## src/rtl/apb_spi_initiator.sv

```systemverilog
// apb_spi_initiator: hardware APB initiator that sequences one SPI byte transfer on the
// APB-to-SPI master bridge. Each accepted request produces three APB writes (CONFIG, TX, CMD),
// a fixed wait, STATUS polling until the busy bit clears (or a poll budget runs out), and an
// optional RX read. A single-cycle response pulse reports the RX byte and a timeout flag.
//
// Ports:
//   i_PCLK, i_PRESET          clock, asynchronous active-high reset
//   i_REQ_VALID/o_REQ_READY   request handshake (ready only while idle)
//   i_REQ_DATA/MODE/SLAVE/SCK request byte and SPI configuration fields
//   i_REQ_RD                  read RX back after the transfer
//   o_RSP_VALID/DATA/ERR      one-cycle response pulse, RX byte, poll timeout flag
//   o_PSEL..o_PWDATA          APB initiator outputs
//   i_PRDATA, i_PREADY        APB read data and ready
module apb_spi_initiator #(
    parameter logic [15:0] BASE_ADDR = 16'h0040,
    parameter int unsigned XFER_WAIT = 72,
    parameter int unsigned POLL_GAP  = 8,
    parameter int unsigned POLL_MAX  = 16,
    parameter int unsigned BUSY_BIT  = 0
) (
    input  logic        i_PCLK,
    input  logic        i_PRESET,
    input  logic        i_REQ_VALID,
    output logic        o_REQ_READY,
    input  logic [7:0]  i_REQ_DATA,
    input  logic [1:0]  i_REQ_MODE,
    input  logic [1:0]  i_REQ_SLAVE,
    input  logic [1:0]  i_REQ_SCK,
    input  logic        i_REQ_RD,
    output logic        o_RSP_VALID,
    output logic [7:0]  o_RSP_DATA,
    output logic        o_RSP_ERR,
    output logic        o_PSEL,
    output logic        o_PENABLE,
    output logic        o_PWRITE,
    output logic [15:0] o_PADDR,
    output logic [7:0]  o_PWDATA,
    input  logic [7:0]  i_PRDATA,
    input  logic        i_PREADY
);

    typedef enum logic [2:0] {StIdle, StSetup, StAccess, StWait, StGap, StDone} state_e;
    typedef enum logic [2:0] {StepCfg, StepTx, StepCmd, StepSts, StepRx} step_e;

    localparam logic [7:0] WaitLoad = 8'(XFER_WAIT);
    localparam logic [7:0] GapLoad  = 8'(POLL_GAP);
    localparam logic [4:0] PollMax  = 5'(POLL_MAX);
    localparam logic [2:0] BusyIdx  = 3'(BUSY_BIT);

    state_e      state_q, state_d;
    step_e       step_q, step_d;
    logic [7:0]  data_q, data_d;
    logic [5:0]  cfg_q, cfg_d;        // {mode, slave, sck}
    logic        rd_q, rd_d;
    logic [7:0]  cnt_q, cnt_d;        // shared by WAIT and GAP
    logic [4:0]  poll_q, poll_d;
    logic [7:0]  rsp_data_q, rsp_data_d;
    logic        rsp_err_q, rsp_err_d;

    logic [4:0]  poll_inc;
    logic        busy;
    logic [7:0]  addr_off;
    logic [7:0]  wdata;
    logic        is_write;
    logic        in_xfer;

    assign poll_inc = poll_q + 5'd1;
    assign busy     = i_PRDATA[BusyIdx];

    // State register
    always_ff @(posedge i_PCLK or posedge i_PRESET) begin
        if (i_PRESET) begin
            state_q    <= StIdle;
            step_q     <= StepCfg;
            data_q     <= 8'h00;
            cfg_q      <= 6'h00;
            rd_q       <= 1'b0;
            cnt_q      <= 8'h00;
            poll_q     <= 5'h00;
            rsp_data_q <= 8'h00;
            rsp_err_q  <= 1'b0;
        end else begin
            state_q    <= state_d;
            step_q     <= step_d;
            data_q     <= data_d;
            cfg_q      <= cfg_d;
            rd_q       <= rd_d;
            cnt_q      <= cnt_d;
            poll_q     <= poll_d;
            rsp_data_q <= rsp_data_d;
            rsp_err_q  <= rsp_err_d;
        end
    end

    // Next-state logic
    always_comb begin
        state_d    = state_q;
        step_d     = step_q;
        data_d     = data_q;
        cfg_d      = cfg_q;
        rd_d       = rd_q;
        cnt_d      = cnt_q;
        poll_d     = poll_q;
        rsp_data_d = rsp_data_q;
        rsp_err_d  = rsp_err_q;

        unique case (state_q)
            StIdle: begin
                if (i_REQ_VALID) begin
                    data_d  = i_REQ_DATA;
                    cfg_d   = {i_REQ_MODE, i_REQ_SLAVE, i_REQ_SCK};
                    rd_d    = i_REQ_RD;
                    poll_d  = 5'h00;
                    step_d  = StepCfg;
                    state_d = StSetup;
                end
            end
            StSetup: state_d = StAccess;
            StAccess: begin
                if (i_PREADY) begin
                    // Every completion leaves at least one bus-idle cycle: a zero WAIT load
                    // gives exactly one.
                    unique case (step_q)
                        StepCfg: begin
                            step_d  = StepTx;
                            cnt_d   = 8'h00;
                            state_d = StWait;
                        end
                        StepTx: begin
                            step_d  = StepCmd;
                            cnt_d   = 8'h00;
                            state_d = StWait;
                        end
                        StepCmd: begin
                            step_d  = StepSts;
                            cnt_d   = WaitLoad;
                            state_d = StWait;
                        end
                        StepSts: begin
                            poll_d = poll_inc;
                            if (busy) begin
                                if (poll_inc >= PollMax) begin
                                    rsp_err_d  = 1'b1;
                                    rsp_data_d = 8'h00;
                                    state_d    = StDone;
                                end else begin
                                    cnt_d   = GapLoad;
                                    state_d = StGap;
                                end
                            end else if (rd_q) begin
                                step_d  = StepRx;
                                cnt_d   = 8'h00;
                                state_d = StWait;
                            end else begin
                                rsp_err_d  = 1'b0;
                                rsp_data_d = 8'h00;
                                state_d    = StDone;
                            end
                        end
                        StepRx: begin
                            rsp_err_d  = 1'b0;
                            rsp_data_d = i_PRDATA;
                            state_d    = StDone;
                        end
                        default: state_d = StIdle;
                    endcase
                end
            end
            // Load N idles for N cycles; loads of 0 and 1 both take a single cycle.
            StWait, StGap: begin
                if (cnt_q <= 8'd1) begin
                    state_d = StSetup;
                end else begin
                    cnt_d = cnt_q - 8'd1;
                end
            end
            StDone:  state_d = StIdle;
            default: state_d = StIdle;
        endcase
    end

    // Outputs
    always_comb begin
        addr_off = 8'h00;
        wdata    = 8'h00;
        is_write = 1'b0;
        unique case (step_q)
            StepCfg: begin addr_off = 8'h00; wdata = {2'b00, cfg_q}; is_write = 1'b1; end
            StepTx:  begin addr_off = 8'h04; wdata = data_q;         is_write = 1'b1; end
            StepCmd: begin addr_off = 8'h0C; wdata = 8'h02;          is_write = 1'b1; end
            StepSts: begin addr_off = 8'h00; end
            StepRx:  begin addr_off = 8'h04; end
            default: ;
        endcase

        in_xfer     = (state_q == StSetup) || (state_q == StAccess);
        o_PSEL      = in_xfer;
        o_PENABLE   = (state_q == StAccess);
        o_PWRITE    = in_xfer && is_write;
        o_PADDR     = in_xfer ? (BASE_ADDR + {8'h00, addr_off}) : 16'h0000;
        o_PWDATA    = (in_xfer && is_write) ? wdata : 8'h00;
        o_REQ_READY = (state_q == StIdle);
        o_RSP_VALID = (state_q == StDone);
        o_RSP_DATA  = rsp_data_q;
        o_RSP_ERR   = rsp_err_q;
    end

endmodule

```

## config.mk

```make
export PLATFORM = sky130hd
export DESIGN_NAME = apb_spi_initiator
export DESIGN_NICKNAME = d
export VERILOG_FILES = /design/src/rtl/apb_spi_initiator.sv
export SDC_FILE = /design/constraint.sdc
export NUM_CORES = 1
export LEC_CHECK = 0
export CAP_MARGIN = 20
export CORE_ASPECT_RATIO = 0.7
export CORE_MARGIN = 4
export CORE_UTILIZATION = 40
export CTS_BUF_LIST = sky130_fd_sc_hd__clkbuf_16
export DETAILED_ROUTE_END_ITERATION = 16
export PLACE_DENSITY_LB_ADDON = 0.08
export SETUP_SLACK_MARGIN = 0.15
export SLEW_MARGIN = 20
export SYNTH_ARGS = -nofsm -noshare
export SYNTH_HDL_FRONTEND = slang
export SYNTH_SLANG_ARGS = --single-unit
```

## constraint.sdc

```tcl
create_clock -name i_PCLK -period 2.2 [get_ports i_PCLK]
set_input_delay 0.33 -clock i_PCLK [delete_from_list [all_inputs] [get_ports i_PCLK]]
set_output_delay 0.33 -clock i_PCLK [all_outputs]
set_load 0.05 [all_outputs]
```

==> flow_metrics.env, run 1 <==
export IMPL_drive_above_1_share=0.248
export IMPL_htree_levels=2
export IMPL_initial_core_util=0.420
export IMPL_reg2reg_depth=7
export IMPL_port_buffers=51
export IMPL_fp_dieW_um=102
export IMPL_antenna_found_initial=0
export IMPL_synth_seq_cells=43
export IMPL_worst_pin_slew_ns=0.543
export IMPL_grt_pass1_wl_um=9660
export IMPL_cts_num_sinks=43
export IMPL_slew_headroom=0.638
export IMPL_final_nets=336
export IMPL_r2r_start="cnt_q[0]"
export IMPL_finalCritPeriodShare=0.942
export IMPL_vias=1998
export IMPL_leakagePower_uw=0.00146
export IMPL_fp_coreArea_um2=5840
export IMPL_vias_per_cell=5.23
export IMPL_worst_setup_path_start_kind="register"
export IMPL_first_pass_iters=4
export IMPL_clk_latency_ns=0.28
export IMPL_syn_to_final_growth_pct=38.3
export IMPL_synth_area_um2=2450
export IMPL_ctsLongestPathBuffers=2
export IMPL_routabilityCongestion=0.858
export IMPL_cap_violations=0
export IMPL_synth_avg_cell_area_um2=9.93
export IMPL_placed_area_um2=3170
export IMPL_r2r_slack_ns=0.26
export IMPL_period_needed_ns=2.07
export IMPL_cts_buffers=5
export IMPL_stdcell_area_um2=3390
export IMPL_wire_per_inst_um=15.2
export IMPL_drc_errors=0
export IMPL_die_y_um=73.5
export IMPL_clock_skew_ns=0.00331
export IMPL_setup_viol=0
export IMPL_dp_hpwl_um=4290
export IMPL_p_per_area_nw_per_um2=1620
export IMPL_syn_inst=247
export IMPL_grt_use_total=0.168
export IMPL_yosysUniqueCellTypes=46
export IMPL_grt_ovfl_total=0
export IMPL_grt_pass1_vias=2019
export IMPL_max_freq_mhz=483
export IMPL_ys_flop_type="dfrtp_1"
export IMPL_yosys_warnings=0
export IMPL_endpoint_kind="primary output"
export IMPL_drt_iter0_drc=97
export IMPL_cts_tree="done"
export IMPL_cp_arrival_ns=1.74
export IMPL_fp_dieArea_um2=7470
export IMPL_insertedDiodeCount=0
export IMPL_critical_path_required_ns=1.87
export IMPL_routed_wl_um=5830
export IMPL_rsz0062_at_grt="true"
export IMPL_hp_class="in2async"
export IMPL_setup_tns_ns=0
export IMPL_num_rows=23
export IMPL_grt_max_degree=44
export IMPL_yosysSeqAreaShare=0.439
export IMPL_final_hold_viol_count=0
export IMPL_power_total_uw=5490
export IMPL_async_flop_share=1.00
export IMPL_synth_enable_flop_cells=0
export IMPL_reg2reg_to="cnt_q[7]"
export IMPL_ir_drop_uv=754
export IMPL_status="finished, final reports clean"
export IMPL_hold_buffers=0
export IMPL_maxSlewViolCount=0
export IMPL_path_max_fanout=5
export IMPL_crit_type="reg2out"
export IMPL_clk_pin_slew_worst_paths_ns=0.06
export IMPL_ios=65
export IMPL_clk_root_buffer_cell="clkbuf_16"
export IMPL_postRouteAntennaNets=0
[sequential cells by signal, summed over array words and instances (netlist names)]
signal	count
rd_q	1
o_RSP_DATA	8
step_q	3
data_q	8
o_RSP_ERR	1
poll_q	5
state_q	3
cnt_q	8
cfg_q	6
[how the worst max path moves through the flow]
stage / start / endpoint / slack [ns] / cells after the start
finish: state_q[0] / o_PWDATA[5] / 0.13 / 5
global placement: i_PRDATA[0] / cnt_q[6] / 0.22 / 6
global route: state_q[0] / o_PWDATA[2] / 0.05 / 5
floorplan: state_q[1] / o_PWDATA[1] / -0.17 / 5
CTS: state_q[0] / o_PWDATA[4] / 0.11 / 5
detailed placement: i_PRDATA[0] / cnt_q[6] / 0.19 / 6
[cells in the mapped netlist, types with 3 or more instances]
cell | count | area (um^2)
a21oi_1 | 11 | 55.1
a22o_1 | 8 | 70.1
and2_1 | 4 | 25.0
and3_1 | 3 | 18.8
buf_2 | 3 | 15.0
buf_4 | 15 | 113
clkbuf_1 | 4 | 15.0
dfrtp_1 | 43 | 1080
ha_1 | 3 | 37.5
inv_1 | 11 | 41.3
mux2_2 | 15 | 169
mux2i_1 | 7 | 70.1
nand2_1 | 22 | 82.6
nand3_1 | 6 | 30.0
nor2_1 | 17 | 63.8
nor2b_1 | 5 | 31.3
nor3_1 | 6 | 30.0
o21ai_0 | 16 | 80.1
o21ai_1 | 6 | 30.0
o31ai_1 | 3 | 22.5
o41ai_1 | 3 | 26.3
or3_1 | 3 | 18.8
[per-stage QoR]
step	utilization	instances	setup WS (ns)	hold slack, ns
2_1_floorplan	-	259	-0.170	0.452
3_3_place_gp	0.543	373	0.216	0.487
3_5_place_dp	0.543	373	0.195	0.481
4_1_cts	0.576	382	0.114	0.493
5_1_grt	0.581	382	0.0467	0.519
6_report	0.581	382	0.128	0.484
[repair_timing]
action | in CTS | in global routing
pin swaps | 0 | 1
setup buffers | 1 | 0
gates resized for setup | 5 | 6
setup endpoints to repair | 7 | 16
[per-layer routing]
| layer | vias to the layer above | routed length [um] | GRT usage |
|---|---|---|---|
| li1 | 968 | - | - |
| met1 | 951 | 2990 | 0.239 |
| met2 | 71 | 2370 | 0.240 |
| met3 | 8 | 403 | 0.0598 |
| met4 | 0 | 65 | 0.0472 |
| met5 | - | 0 | 0 |
[worst max-delay path, cell delays in order (launching register included)]
cell and delay [ns]:
dfrtp_1 0.39, xnor2_1 0.13, or2_1 0.23, or3_4 0.39
nor2_2 0.17, buf_12 0.15
[final cells by class]
class / instances / area (um^2)
tap: 75 / 93.8
multi-input combinational: 180 / 1260
sequential: 43 / 1080
inverter: 11 / 45.0
timing repair buffer: 65 / 754
clock buffer: 5 / 125
fill: 494 / 2450
clock inverter: 3 / 38.8
[placed cells by master (no fill, tap or decap), drive strengths merged, types with 6 or more instances in the layout]
| cell | Yosys | routed |
|---|---|---|
| mux2i | 7 | 7 |
| buf | 21 | 30 |
| a22o | 8 | 8 |
| nor2 | 17 | 17 |
| nor3 | 8 | 8 |
| nand2 | 22 | 22 |
| conb | 1 | 13 |
| inv | 11 | 9 |
| nand3 | 6 | 6 |
| clkdlybuf4s50 | 0 | 35 |
| a21oi | 11 | 11 |
| dfrtp | 43 | 43 |
| o21ai | 22 | 22 |
| mux2 | 15 | 15 |
[kinds of logic after synthesis]
logic type,count (synthesis),share of synthesized area
adders and majority gates,3,0.0153
xor gates and xnor gates,2,0.00714
buffers and inverters,36,0.0857
AOI/OAI and AO/OA,60,0.172
and+or+nand+nor,80,0.182
DFF,43,0.439
other,1,0.00153
muxes,22,0.0974
[power by group]
group / leakage, uW / internal, uW / switching, uW
logic: 0.000833 / 1500 / 1930
clock network: 0.0000812 / 529 / 295
registers: 0.000546 / 1040 / 200
(Power assumes the default switching activity.)
==> run 2, diff against run 1 <==
Settings changed: CORE_ASPECT_RATIO 0.7 to 0.5, HOLD_SLACK_MARGIN from default to 0.05.
==> run 2 against run 1 <==
Compared with the run above:
- via count up 1.7%
- hold slack better by 0.0053 ns
- global-route usage down 1.1 points
- register-to-register slack better by 0.02 ns
- utilization up 1.2 points
- combinational power about the same
- cell count down 0.79%
- first-iteration DRC count down 4.1%
- clock-buffer cell count unchanged
- setup slack worse by 0.011 ns
- clock skew up 0.0017 ns
- highest routed layer unchanged
==> flow_metrics.env, run 2 (synthesis gave the netlist of run 1 again) <==
export IMPL_crit_type="reg2out"
export IMPL_fp_dieW_um=119
export IMPL_fp_dieArea_um2=7520
export IMPL_antenna_found_initial=0
export IMPL_drt_iter0_drc=93
export IMPL_grt_ovfl_total=0
export IMPL_fin_util=0.593
export IMPL_fp_coreArea_um2=5710
export IMPL_rsz0062_at_grt="true"
export IMPL_power_total_uw=5460
export IMPL_final_hold_viol_count=0
export IMPL_met2_usage=0.257
export IMPL_leakagePower_uw=0.00146
export IMPL_final_cell_count_no_fill=379
export IMPL_postRouteAntennaNets=0
export IMPL_r2r_slack_ns=0.28
export IMPL_clk_pin_slew_worst_paths_ns=0.06
export IMPL_clk_latency_ns=0.28
export IMPL_grtUsageMet1=0.207
export IMPL_holdWs_ns=0.489
export IMPL_critical_path_required_ns=1.87
export IMPL_hp_class="in2async"
export IMPL_drive_above_1_share=0.252
export IMPL_cts_buffers=5
export IMPL_maxSlewViolCount=0
export IMPL_vias=2032
export IMPL_setup_viol=0
export IMPL_num_rows=19
export IMPL_hold_buffers=0
export IMPL_slew_headroom=0.631
export IMPL_layout_commonest_cell="dfrtp_1"
export IMPL_drc_errors=0
export IMPL_cts_num_sinks=43
export IMPL_initial_core_util=0.430
export IMPL_worst_setup_path_start_kind="register"
export IMPL_cp_arrival_ns=1.75
export IMPL_worst_pin_slew_ns=0.553
export IMPL_clk_root_buffer_cell="clkbuf_16"
export IMPL_clock_skew_ns=0.00498
export IMPL_place_inst=370
export IMPL_grt_util_met3=0.0500
export IMPL_insertedDiodeCount=0
export IMPL_port_buffers=51
export IMPL_endpoint_kind="primary output"
export IMPL_first_pass_iters=5
export IMPL_ctsLongestPathBuffers=2
export IMPL_routed_wl_um=5700
export IMPL_syn_to_final_growth_pct=37.9
export IMPL_grt_use_total=0.156
export IMPL_grt_pass1_wl_um=9670
export IMPL_htree_levels=2
export IMPL_r2r_start="state_q[2]"
export IMPL_period_needed_ns=2.08
export IMPL_ir_drop_uv=1410
export IMPL_p_per_area_nw_per_um2=1610
export IMPL_path_max_fanout=5
export IMPL_die_y_um=63.4
export IMPL_cap_violations=0
export IMPL_status="finished, final reports clean"
export IMPL_ios=65
export IMPL_max_freq_mhz=480
export IMPL_dp_hpwl_um=4400
export IMPL_wire_per_inst_um=15.0
export IMPL_final_nets=336
export IMPL_grt_max_degree=44
export IMPL_vias_per_cell=5.36
export IMPL_reg2reg_depth=6
export IMPL_cts_tree="done"
export IMPL_finalCritPeriodShare=0.947
export IMPL_final_fill_count=484
export IMPL_grt_pass1_vias=2026
export IMPL_routabilityCongestion=0.830
export IMPL_top_usage_layer="met2"
export IMPL_mostFrequentLayoutCells="43 x dfrtp_1, 35 x clkdlybuf4s50_1, 21 x nand2_1"
export IMPL_reg2reg_to="cnt_q[2]"
## run 2: metrics by stage
step / TNS (ns) / setup WS [ns] / instance area (um^2)
2_1_floorplan: -0.935 / -0.170 / 2510
3_3_place_gp: 0 / 0.247 / 3160
3_5_place_dp: 0 / 0.211 / 3160
4_1_cts: 0 / 0.105 / 3340
5_1_grt: 0 / 0.0305 / 3380
6_report: 0 / 0.117 / 3380
## run 2: final cells by class
cell class	count	area (um^2)	area share
clock buffer	5	125	0.0370
timing repair buffer	65	751	0.222
inverter	11	43.8	0.0130
sequential	43	1080	0.318
tap	73	91.3	0.0270
multi-input combinational	180	1260	0.373
clock inverter	2	33.8	0.00999
## run 2: worst max-delay path: stages, from the launching register on
cell and delay (ns):
dfrtp_1 0.38, xnor2_1 0.12, or2_1 0.24, or3_4 0.40
nor2_2 0.18, buf_12 0.15
## run 2: report_power, final
group | internal (uW) | switching (uW) | total (uW)
clock | 525 | 283 | 808
sequential | 1040 | 209 | 1250
combinational | 1500 | 1900 | 3400
total | 3060 | 2400 | 5460
## run 2: worst max path at each step
stage	end	cells after the start	from	slack, ns
finish	o_PWDATA[0]	5	state_q[0]	0.12
global route	o_PWDATA[2]	5	state_q[1]	0.03
CTS	o_PWDATA[2]	5	state_q[0]	0.10
detailed placement	o_RSP_DATA[1]	7	i_PRDATA[0]	0.21
global placement	o_RSP_DATA[4]	7	i_PRDATA[0]	0.25
floorplan	o_PWDATA[1]	5	state_q[1]	-0.17
## run 2: what timing repair did
item	4_1_cts	5_1_grt
setup buffers	0	2
endpoints found under the setup margin	7	21
resized for setup	6	6
pin swaps	1	1
## run 2: per-layer routing
layer | routed length (um) | part of all wire
met1 | 2590 | 0.45
met2 | 2660 | 0.47
met3 | 419 | 0.073
met4 | 29 | 0.0051
met5 | 0 | 0
==> run 3, diff against run 2 <==
Settings changed: CORE_UTILIZATION 40 to 49.
==> run 3 against run 2 <==
Compared with the run above:
- global-route usage up 3.9 points
- register-to-register slack worse by 0.08 ns
- wire length is 0.14% higher
- sequential power is essentially flat
- cell count down 1.6%
- flip-flop and latch count is the same
- setup slack worse by 0.058 ns
- clock skew fell by 0.0015 ns
- non-clock buffer count did not move
- clock power shrank 12%
- cell area fell by 0.26%
- utilization increased by 14 points
- largest cell class unchanged
==> flow_metrics.env, run 3 (synthesis gave the netlist of run 1 again) <==
export IMPL_status="finished, final reports clean"
export IMPL_path_max_fanout=5
export IMPL_place_inst=362
export IMPL_reg2reg_depth=7
export IMPL_dr_wl_met3_um=423
export IMPL_fp_dieArea_um2=6270
export IMPL_fp_coreArea_um2=4620
export IMPL_worst_path_buf_inv=1
export IMPL_routed_wl_um=5710
export IMPL_grt_max_degree=44
export IMPL_layout_commonest_cell="dfrtp_1"
export IMPL_critical_path_required_ns=1.87
export IMPL_setup_viol=0
export IMPL_cap_violations=0
export IMPL_hold_buffers=0
export IMPL_final_nets=336
export IMPL_setup_tns_ns=0
export IMPL_vias=1999
export IMPL_wire_per_inst_um=15.3
export IMPL_routabilityCongestion=0.924
export IMPL_num_rows=17
export IMPL_first_pass_iters=4
export IMPL_p_per_area_nw_per_um2=1610
export IMPL_final_cell_count_no_fill=373
export IMPL_ctsLongestPathBuffers=2
export IMPL_period_needed_ns=2.14
export IMPL_grt_ovfl_total=0
export IMPL_crit_type="reg2out"
export IMPL_finalCritPeriodShare=0.973
export IMPL_dp_hpwl_um=4040
export IMPL_port_buffers=51
export IMPL_wl_met2_um=2720
export IMPL_cts_num_sinks=43
export IMPL_cts_tree="done"
export IMPL_clk_pin_slew_worst_paths_ns=0.06
export IMPL_regArea_um2=1080
export IMPL_worstPathCellList="xnor2_1 > or2_1 > or3_4 > nor2_2 > buf_12"
export IMPL_leakagePower_uw=0.00145
export IMPL_drt_iter0_drc=93
export IMPL_worst_setup_path_start_kind="register"
export IMPL_insertedDiodeCount=0
export IMPL_max_freq_mhz=467
export IMPL_syn_to_final_growth_pct=37.5
export IMPL_drive_above_1_share=0.257
export IMPL_fp_dieW_um=108
export IMPL_clk_latency_ns=0.28
export IMPL_grt_pass1_vias=2050
export IMPL_vias_per_cell=5.36
export IMPL_multi_input_area_um2=1280
export IMPL_antenna_found_initial=0
export IMPL_critical_path_depth=5
export IMPL_highest_layer="met4"
export IMPL_clock_skew_ns=0.00352
export IMPL_die_y_um=58.0
export IMPL_final_fill_count=319
export IMPL_clk_root_buffer_cell="clkbuf_16"
export IMPL_grt_use_total=0.195
export IMPL_critPathTopFamily="simple AND/OR/NAND/NOR gates"
export IMPL_stdcell_area_um2=3370
export IMPL_slew_headroom=0.629
export IMPL_postRouteAntennaNets=0
export IMPL_endpoint_kind="primary output"
export IMPL_ios=65
export IMPL_cp_arrival_ns=1.81
export IMPL_hp_class="in2async"
export IMPL_ir_drop_uv=1840
export IMPL_slowest_delay_ns=0.41
export IMPL_cpMaxStageDelayCell="or3_4"
export IMPL_holdWs_ns=0.488
export IMPL_wl_met1_um=2530
export IMPL_worst_pin_slew_ns=0.556
export IMPL_htree_levels=2
export IMPL_initial_core_util=0.531
export IMPL_grt_pass1_wl_um=9690
export IMPL_placed_area_um2=3150
export IMPL_drc_errors=0
export IMPL_power_total_uw=5420
export IMPL_maxSlewViolCount=0
export IMPL_cts_buffers=5
export IMPL_rsz0062_at_grt="true"
export IMPL_final_hold_viol_count=0
export IMPL_mostFrequentLayoutCells="42 x dfrtp_1, 35 x clkdlybuf4s50_1, 21 x nand2_1"
-- run 3: worst reg2reg max path, delay by kind of cell, from the launching register on --
kind                   cells  cell delay [ns]
and+or+nand+nor            1             0.49
DFF                        1             0.40
AOI/OAI and AO/OA          4             0.70
buffers and inverters      2             0.30
-- run 3: worst paths after layout --
check                                    from             to  slack [ns]
worst max-delay path               state_q[0]    o_PWDATA[3]        0.06
worst min-delay path                 i_PRESET      data_q[5]        0.49
worst max register to register     state_q[0]       cnt_q[7]        0.20
worst min register to register  o_RSP_DATA[7]  o_RSP_DATA[7]        0.50
max in group asynchronous            i_PRESET      step_q[2]        1.30
min in group i_PCLK             o_RSP_DATA[7]  o_RSP_DATA[7]        0.50
-- run 3: layout make-up --
class / instances / share of cell area
tap: 66 / 0.0245
multi-input combinational: 180 / 0.379
inverter: 11 / 0.0122
clock buffer: 5 / 0.0371
sequential: 43 / 0.319
timing repair buffer: 65 / 0.223
clock inverter: 3 / 0.00482
-- run 3: report_power, final --
part | internal, uW | leakage, uW | switching [uW] | total (uW)
Sequential | 1040 | 0.000544 | 210 | 1250
Combinational | 1510 | 0.000837 | 1940 | 3460
Clock | 414 | 0.0000710 | 299 | 714
Total | 2970 | 0.00145 | 2450 | 5420
-- run 3: metal layers --
| metal | vias to the layer above | global-route usage |
|---|---|---|
| li1 | 969 | - |
| met1 | 960 | 0.240 |
| met2 | 63 | 0.342 |
| met3 | 7 | 0.0634 |
| met4 | 0 | 0.0396 |
| met5 | - | 0 |
-- run 3: timing repair --
item | in CTS | in global routing
buffers inserted | 0 | 3
gates resized for setup | 6 | 9
pin swaps | 0 | 0
endpoints found under the hold margin | 0 | 0
endpoints found under the setup margin | 7 | 16
-- run 3: per-stage QoR --
stage	worst slack, ns	util
6_report	0.0588	0.731
2_1_floorplan	-0.170	-
4_1_cts	0.0809	0.717
3_5_place_dp	0.223	0.682
3_3_place_gp	0.245	0.682
5_1_grt	0.00735	0.731
